===== src/rtl/mem_bus_arbiter.sv =====
// Two-port arbiter for the byte-serial external memory port: grants one requester, then
// runs ADDR_LO, ADDR_HI, DATA over a 4-phase req/ack handshake. Define ARB_ROUND_ROBIN_EN for RR ties.
module mem_bus_arbiter #(
  parameter int ADDR_W      = 16,
  parameter int SYNC_STAGES = 2
) (
  input  logic              clk,
  input  logic              rst_n,
  input  logic              m0_rd,
  input  logic              m0_wr,
  input  logic [ADDR_W-1:0] m0_addr,
  input  logic [7:0]        m0_wdata,
  output logic [7:0]        m0_rdata,
  output logic              m0_done,
  input  logic              m1_rd,
  input  logic              m1_wr,
  input  logic [ADDR_W-1:0] m1_addr,
  input  logic [7:0]        m1_wdata,
  output logic [7:0]        m1_rdata,
  output logic              m1_done,
  input  logic [7:0]        bus_in,
  output logic [7:0]        bus_out,
  output logic [7:0]        bus_oe,
  output logic              hs_req,
  input  logic              hs_ack,
  output logic [1:0]        grant
);

  typedef enum logic [2:0] {
    IDLE,
    LO_REQ,
    LO_REL,
    HI_REQ,
    HI_REL,
    D_REQ,
    D_REL
  } state_e;

  state_e                 state_q, state_d;
  logic [SYNC_STAGES-1:0] sync_q, sync_d;
  logic                   hs_req_q, hs_req_d;
  logic [1:0]             grant_q, grant_d;
  logic [ADDR_W-1:0]      addr_q, addr_d;
  logic [7:0]             wdata_q, wdata_d;
  logic                   wr_q, wr_d;
  logic [7:0]             rdata0_q, rdata0_d;
  logic [7:0]             rdata1_q, rdata1_d;
  logic                   done0_q, done0_d;
  logic                   done1_q, done1_d;
`ifdef ARB_ROUND_ROBIN_EN
  logic                   rr_q, rr_d;
`endif

  logic ack_s;
  logic req0, req1;
  logic pick1;

  assign ack_s = sync_q[SYNC_STAGES-1];
  assign req0  = m0_rd | m0_wr;
  assign req1  = m1_rd | m1_wr;

  // rr_q set means port 1 is preferred on a tie.
`ifdef ARB_ROUND_ROBIN_EN
  assign pick1 = req1 & (~req0 | rr_q);
`else
  assign pick1 = req1 & ~req0;
`endif

  always_comb begin
    sync_d   = {sync_q[SYNC_STAGES-2:0], hs_ack};
    state_d  = state_q;
    hs_req_d = hs_req_q;
    grant_d  = grant_q;
    addr_d   = addr_q;
    wdata_d  = wdata_q;
    wr_d     = wr_q;
    rdata0_d = rdata0_q;
    rdata1_d = rdata1_q;
    done0_d  = 1'b0;
    done1_d  = 1'b0;
`ifdef ARB_ROUND_ROBIN_EN
    rr_d     = rr_q;
`endif

    case (state_q)
      IDLE: begin
        if (req0 || req1) begin
          grant_d  = pick1 ? 2'b10 : 2'b01;
          addr_d   = pick1 ? m1_addr : m0_addr;
          wdata_d  = pick1 ? m1_wdata : m0_wdata;
          wr_d     = pick1 ? m1_wr : m0_wr;
          // A stale ack still high from the agent holds off the first request.
          hs_req_d = ~ack_s;
          state_d  = LO_REQ;
        end
      end
      LO_REQ, HI_REQ, D_REQ: begin
        if (!hs_req_q) begin
          if (!ack_s) hs_req_d = 1'b1;
        end else if (ack_s) begin
          hs_req_d = 1'b0;
          case (state_q)
            LO_REQ:  state_d = LO_REL;
            HI_REQ:  state_d = HI_REL;
            default: begin
              state_d = D_REL;
              if (grant_q[0]) begin
                done0_d = 1'b1;
                if (!wr_q) rdata0_d = bus_in;
              end else begin
                done1_d = 1'b1;
                if (!wr_q) rdata1_d = bus_in;
              end
`ifdef ARB_ROUND_ROBIN_EN
              rr_d = grant_q[0];
`endif
            end
          endcase
        end
      end
      LO_REL: begin
        if (!ack_s) begin
          hs_req_d = 1'b1;
          state_d  = HI_REQ;
        end
      end
      HI_REL: begin
        if (!ack_s) begin
          hs_req_d = 1'b1;
          state_d  = D_REQ;
        end
      end
      D_REL: begin
        if (!ack_s) begin
          grant_d = 2'b00;
          state_d = IDLE;
        end
      end
      default: begin
        hs_req_d = 1'b0;
        grant_d  = 2'b00;
        state_d  = IDLE;
      end
    endcase
  end

  always_ff @(posedge clk or negedge rst_n) begin
    if (!rst_n) begin
      state_q  <= IDLE;
      sync_q   <= '0;
      hs_req_q <= 1'b0;
      grant_q  <= 2'b00;
      addr_q   <= '0;
      wdata_q  <= 8'h00;
      wr_q     <= 1'b0;
      rdata0_q <= 8'h00;
      rdata1_q <= 8'h00;
      done0_q  <= 1'b0;
      done1_q  <= 1'b0;
`ifdef ARB_ROUND_ROBIN_EN
      rr_q     <= 1'b0;
`endif
    end else begin
      state_q  <= state_d;
      sync_q   <= sync_d;
      hs_req_q <= hs_req_d;
      grant_q  <= grant_d;
      addr_q   <= addr_d;
      wdata_q  <= wdata_d;
      wr_q     <= wr_d;
      rdata0_q <= rdata0_d;
      rdata1_q <= rdata1_d;
      done0_q  <= done0_d;
      done1_q  <= done1_d;
`ifdef ARB_ROUND_ROBIN_EN
      rr_q     <= rr_d;
`endif
    end
  end

  // Bus drive follows the phase; REL keeps the byte and enable of its REQ.
  always_comb begin
    bus_out = 8'h00;
    bus_oe  = 8'h00;
    case (state_q)
      LO_REQ, LO_REL: begin
        bus_out = addr_q[7:0];
        bus_oe  = 8'hff;
      end
      HI_REQ, HI_REL: begin
        bus_out = addr_q[15:8];
        bus_oe  = 8'hff;
      end
      D_REQ, D_REL: begin
        bus_out = wdata_q;
        bus_oe  = wr_q ? 8'hff : 8'h00;
      end
      default: begin
        bus_out = 8'h00;
        bus_oe  = 8'h00;
      end
    endcase
  end

  assign hs_req   = hs_req_q;
  assign grant    = grant_q;
  assign m0_done  = done0_q;
  assign m1_done  = done1_q;
  assign m0_rdata = rdata0_q;
  assign m1_rdata = rdata1_q;

endmodule


===== config.mk =====
export PLATFORM = sky130hd
export DESIGN_NAME = mem_bus_arbiter
export DESIGN_NICKNAME = d
export VERILOG_FILES = /design/src/rtl/mem_bus_arbiter.sv
export SDC_FILE = /design/constraint.sdc
export NUM_CORES = 1
export LEC_CHECK = 0
export ABC_AREA = 1
export CORE_MARGIN = 2
export CORE_UTILIZATION = 40
export DETAILED_ROUTE_END_ITERATION = 8
export GPL_ROUTABILITY_DRIVEN = 1
export GPL_TIMING_DRIVEN = 0
export HOLD_SLACK_MARGIN = 0.15
export PLACE_DENSITY = 0.87
export SLEW_MARGIN = 10
export SYNTH_ARGS = -nofsm -noshare
export SYNTH_HDL_FRONTEND = slang
export SYNTH_SLANG_ARGS = --single-unit

===== constraint.sdc =====
create_clock -name clk -period 1.54 [get_ports clk]
set_input_delay 0.231 -clock clk [delete_from_list [all_inputs] [get_ports clk]]
set_output_delay 0.231 -clock clk [all_outputs]
set_load 0.02 [all_outputs]

==> impl_results.html <==
<table>
<tr><th>Metric</th><th>Value</th></tr>
<tr><th colspan="2">Run status</th></tr>
<tr><td>Result of the run</td><td>complete, but fails checks</td></tr>
<tr><td>Failing checks</td><td>negative setup slack</td></tr>
<tr><th colspan="2">Setup path</th></tr>
<tr><td>Sort of element at the end of the critical path</td><td>output port</td></tr>
<tr><td>Kind of cell adding the most delay to the critical path</td><td>buffers and inverters</td></tr>
<tr><td>Maximum fanout along the worst path</td><td>8</td></tr>
<tr><td>Cell mode on critical path</td><td>buf_6</td></tr>
<tr><td>Data required, critical path</td><td>approximately 1.3 ns</td></tr>
<tr><td>Worst setup path category</td><td>flop to output port</td></tr>
<tr><td>Peak per-stage delay on the critical path</td><td>0.39 ns</td></tr>
<tr><td>Register-to-Register Path Depth</td><td>7</td></tr>
<tr><td>Worst path buffer plus inverter count</td><td>4</td></tr>
<tr><td>Stages on the worst setup path</td><td>8</td></tr>
<tr><td>Cell-by-cell listing of the critical path</td><td>buf_6 -&gt; inv_6 -&gt; nand3_4 -&gt; a21oi_4 -&gt; buf_8 -&gt; nand2_1 -&gt; nand3_2 -&gt; buf_6</td></tr>
<tr><td>Launching element type of the critical path</td><td>flop</td></tr>
<tr><td>Worst R2R Start</td><td>state_q[0]</td></tr>
<tr><td>Launching instance or port of the critical path</td><td>state_q[2]</td></tr>
<tr><td>Slowest-stage cell, CP</td><td>dfrtp_1</td></tr>
<tr><td>Crit path arrival time</td><td>roughly 1.7 ns</td></tr>
<tr><th colspan="2">Power and ir drop</th></tr>
<tr><td>Sequential share of power</td><td>26.8%</td></tr>
<tr><td>Combinational fraction of design power</td><td>62.5%</td></tr>
<tr><td>Max rail drop VDD</td><td>2090 uV</td></tr>
<tr><td>Clock network fraction of total power</td><td>10.7%</td></tr>
<tr><td>Leak Pwr</td><td>approximately 2.2 nW</td></tr>
<tr><td>Net switching power</td><td>3.69 mW</td></tr>
<tr><td>Int Power</td><td>4.88 mW</td></tr>
<tr><td>Share of total power consumed by net switching</td><td>43.1%</td></tr>
<tr><td>Power per cell area</td><td>slightly above 2000 nW/um2</td></tr>
<tr><th colspan="2">Timing</th></tr>
<tr><td>Period utilization</td><td>123%</td></tr>
<tr><td>Upper clock frequency limit</td><td>0.528 GHz</td></tr>
<tr><td>Measured slew at the worst slew-check pin</td><td>around 0.47 ns</td></tr>
<tr><td>Setup TNS</td><td>-5.45 ns</td></tr>
<tr><td>Largest clock skew in the final design</td><td>between 0.015 and 0.02 ns</td></tr>
<tr><td>Setup-violating endpoint count in the final report</td><td>16</td></tr>
<tr><td>Worst slew margin relative to its limit</td><td>68.8%</td></tr>
<tr><td>Hold Violations, Final</td><td>0</td></tr>
<tr><td>Setup repair after global routing missed its margin</td><td>true</td></tr>
<tr><td>Min Clock Period, post-route</td><td>between 1.5 and 2 ns</td></tr>
<tr><td>Number of max-slew violations in the final report</td><td>0</td></tr>
<tr><td>Worst setup margin</td><td>-0.354 ns</td></tr>
<tr><th colspan="2">Detailed routing</th></tr>
<tr><td>Routed vias</td><td>2808</td></tr>
<tr><td>Vias per Instance</td><td>5.06</td></tr>
<tr><td>Final routed wirelength across all metal layers</td><td>about 8.6 mm</td></tr>
<tr><td>Remaining antenna violation count after routing</td><td>0</td></tr>
<tr><td>Post-detailed-route DRC marker count</td><td>0</td></tr>
<tr><td>Detailed router's first-iteration violation count</td><td>253</td></tr>
<tr><td>1st-pass router iterations</td><td>5</td></tr>
<tr><td>WL/cell</td><td>15.5 um</td></tr>
<tr><th colspan="2">Clock network</th></tr>
<tr><td>Cell at the root of the clock tree</td><td>clkbuf_8</td></tr>
<tr><td>Clock transition time at the flip-flop clock pins of the worst setup and hold paths</td><td>~0.1 ns</td></tr>
<tr><td>Insertion delay to the later sink of the worst-skew pair</td><td>0.31 ns</td></tr>
<tr><td>Depth of the CTS H-tree</td><td>2</td></tr>
<tr><td>TritonCTS clock tree</td><td>yes</td></tr>
<tr><td>Deepest clock path buffer count</td><td>2</td></tr>
<tr><td>Number of buffers created by CTS</td><td>5</td></tr>
<tr><td>Sinks on the clock net</td><td>51</td></tr>
<tr><th colspan="2">Synthesis</th></tr>
<tr><td>Average size of a mapped cell</td><td>between 7 and 8 um2</td></tr>
<tr><td>Netlist area before placement</td><td>2660 um2</td></tr>
<tr><td>Number of warnings printed during yosys synthesis</td><td>0</td></tr>
<tr><td>Post-synthesis sequential area ratio</td><td>48.1%</td></tr>
<tr><td>Number of nets in the synthesized netlist</td><td>422</td></tr>
<tr><td>Number of instances in the synthesized netlist</td><td>359</td></tr>
<tr><td>Count of distinct cell types in the synthesized netlist</td><td>21</td></tr>
<tr><td>Flip-flop and latch count after synthesis</td><td>51</td></tr>
<tr><th colspan="2">Global route</th></tr>
<tr><td>Maximum number of pins on one net before global-route repair</td><td>35</td></tr>
<tr><td>Number of antenna violations at the first check in global routing</td><td>0</td></tr>
<tr><td>Number of global-route vias before repair</td><td>2707</td></tr>
<tr><td>Total congestion overflow after global routing</td><td>0</td></tr>
<tr><td>First-pass GRT wire length</td><td>12.6 mm</td></tr>
<tr><td>Gr usage total</td><td>21.7%</td></tr>
<tr><th colspan="2">Placed design</th></tr>
<tr><td>Number of buffer cells added on primary ports</td><td>slightly below 100</td></tr>
<tr><td>Post-placement cell area</td><td>3820 um2</td></tr>
<tr><td>RePlAce Congestion</td><td>0.886</td></tr>
<tr><td># placed instances</td><td>between 500 and 600</td></tr>
<tr><td>Placed wire-length estimate after detailed placement</td><td>5.48 mm</td></tr>
<tr><td>Worst slack, placed</td><td>-0.774 ns</td></tr>
<tr><th colspan="2">Final layout</th></tr>
<tr><td>Layout Nets</td><td>541</td></tr>
<tr><td>Most common cell after layout, fill and taps aside</td><td>nand2_1</td></tr>
<tr><td>Layout area overhead</td><td>60.4%</td></tr>
<tr><td>Non-filler instance count after layout</td><td>555</td></tr>
<tr><td>Fin util</td><td>66.7%</td></tr>
<tr><td>Commonest cells after routing, fill and taps aside</td><td>nand2_1 (157), clkdlybuf4s50_1 (71), dfrtp_1 (49)</td></tr>
<tr><td>Count of filler cells inserted in the layout</td><td>502</td></tr>
<tr><td>Fraction of layout cells with a size suffix above 1</td><td>~22%</td></tr>
<tr><td>Number of antenna diodes</td><td>0</td></tr>
<tr><td>Design area</td><td>4260 um2</td></tr>
<tr><td>Sequential cell area</td><td>1280 um2</td></tr>
<tr><td>Area occupied by multi-input gates</td><td>1250 um2</td></tr>
<tr><th colspan="2">Die</th></tr>
<tr><td>Core Footprint</td><td>6390 um2</td></tr>
<tr><td>Y dimension of the die</td><td>85.5 um</td></tr>
<tr><td>Number of primary I/O pins</td><td>100</td></tr>
<tr><td>Starting Density</td><td>between 40% and 50%</td></tr>
<tr><td>Number of cell rows</td><td>29</td></tr>
<tr><td>Die ar.</td><td>7310 um2</td></tr>
<tr><td>DIE WIDTH</td><td>85.5 um</td></tr>
<tr><th colspan="2">Hold path</th></tr>
<tr><td>Worst min-delay path startpoint</td><td>sync_q[0]</td></tr>
<tr><td>Path class of the lowest-slack min-delay path</td><td>flop to flop</td></tr>
<tr><td>Hold Crit Depth</td><td>0</td></tr>
<tr><th colspan="2">Run</th></tr>
<tr><td>Max-capacitance violation count</td><td>0</td></tr>
</table>
-- timing repair --
action / in CTS / in global routing
pin swaps: 6 / 3
gates resized for setup: 120 / 43
setup buffers: 6 / 4
gates cloned: 0 / 1
hold endpoints to repair: 17 / 0
setup endpoints to repair: 27 / 54
hold buffers: 1 / 0
-- per-layer routing --
layer / GRT usage (%) / vias to the layer above / share of wire [%]
met5: 0 / - / 0
li1: - / 1323 / -
met3: 3.79 / 23 / 6.3
met4: 5.77 / 0 / 2.8
met2: 39.8 / 143 / 55
met1: 26.0 / 1319 / 36
-- synth_stat cells --
| master | count | area [um2] |
|---|---|---|
| a21oi_2 | 2 | 17.5 |
| buf_2 | 8 | 40.0 |
| buf_4 | 7 | 52.6 |
| buf_6 | 2 | 22.5 |
| clkbuf_1 | 2 | 7.51 |
| dfrtp_1 | 51 | 1280 |
| inv_1 | 41 | 154 |
| inv_2 | 1 | 3.75 |
| nand2_1 | 168 | 631 |
| nand2_2 | 2 | 12.5 |
| nand3_1 | 15 | 75.1 |
| nand3_4 | 1 | 17.5 |
| nand3b_1 | 1 | 7.51 |
| nand4_1 | 1 | 6.26 |
| nor2_1 | 9 | 33.8 |
| nor2_2 | 2 | 12.5 |
| nor2_4 | 1 | 11.3 |
| nor3_4 | 1 | 16.3 |
| o21ai_0 | 28 | 140 |
| o21ai_1 | 6 | 30.0 |
| o21ai_2 | 10 | 87.6 |
-- sequential cells by signal, summed over array words and instances (netlist names) --
signal,cells
addr_q,16
wdata_q,8
m0_rdata,8
m1_done,1
grant,2
state_q,3
hs_req,1
sync_q,2
m0_done,1
m1_rdata,8
wr_q,1
-- path summary, 6_finish.rpt --
path                               endpoint  slack (ns)
worst max-delay path             bus_out[7]       -0.35
worst min-delay path              sync_q[1]        0.35
worst max register to register  m1_rdata[6]        0.05
worst min register to register    sync_q[1]        0.35
max in group asynchronous        state_q[0]        0.59
min in group asynchronous        state_q[2]        0.40
-- power by group through the flow --
stage	Sequential, mW	Clock, mW	Combinational (mW)
global route	2.35	0.974	5.68
finish	2.30	0.917	5.36
CTS	2.25	0.909	4.91
detailed placement	2.27	0	4.41
global placement	2.23	0	4.29
floorplan	2.42	0	2.44
-- final cells by class --
| type | count | area share, % |
|---|---|---|
| plain buffers | 19 | 4.47 |
| clock inverters | 1 | 0.705 |
| repair buffers | 112 | 27.5 |
| clock buffers | 6 | 1.70 |
| well taps | 77 | 2.26 |
| multi-input cells | 247 | 29.4 |
| flip-flops and latches | 51 | 30.0 |
| inverters | 42 | 3.94 |
-- cell families (layout without fill, tap and decap cells) --
kind of cell	after synthesis	in the layout	share of synthesized area [%]
AOI/OAI and AO/OA	46	46	10.4
buffers and inverters	61	180	10.6
DFF	51	51	48.1
and+or+nand+nor	201	201	31.0
-- per-stage QoR --
step,power (mW),hold WS [ns]
finish,8.57,0.354
global route,9.01,0.348
CTS,8.07,0.356
detailed placement,6.68,0.197
global placement,6.52,0.334
floorplan,4.86,-0.0646
-- worst register-to-register path, stage by stage, from the launching register on --
cell and delay, ns:
dfrtp_2 0.48, buf_4 0.16, nand3_4 0.13, nor3_4 0.20
nand2_4 0.12, buf_6 0.18, nand2_1 0.08, o21ai_2 0.05
(Power assumes the default switching activity.)
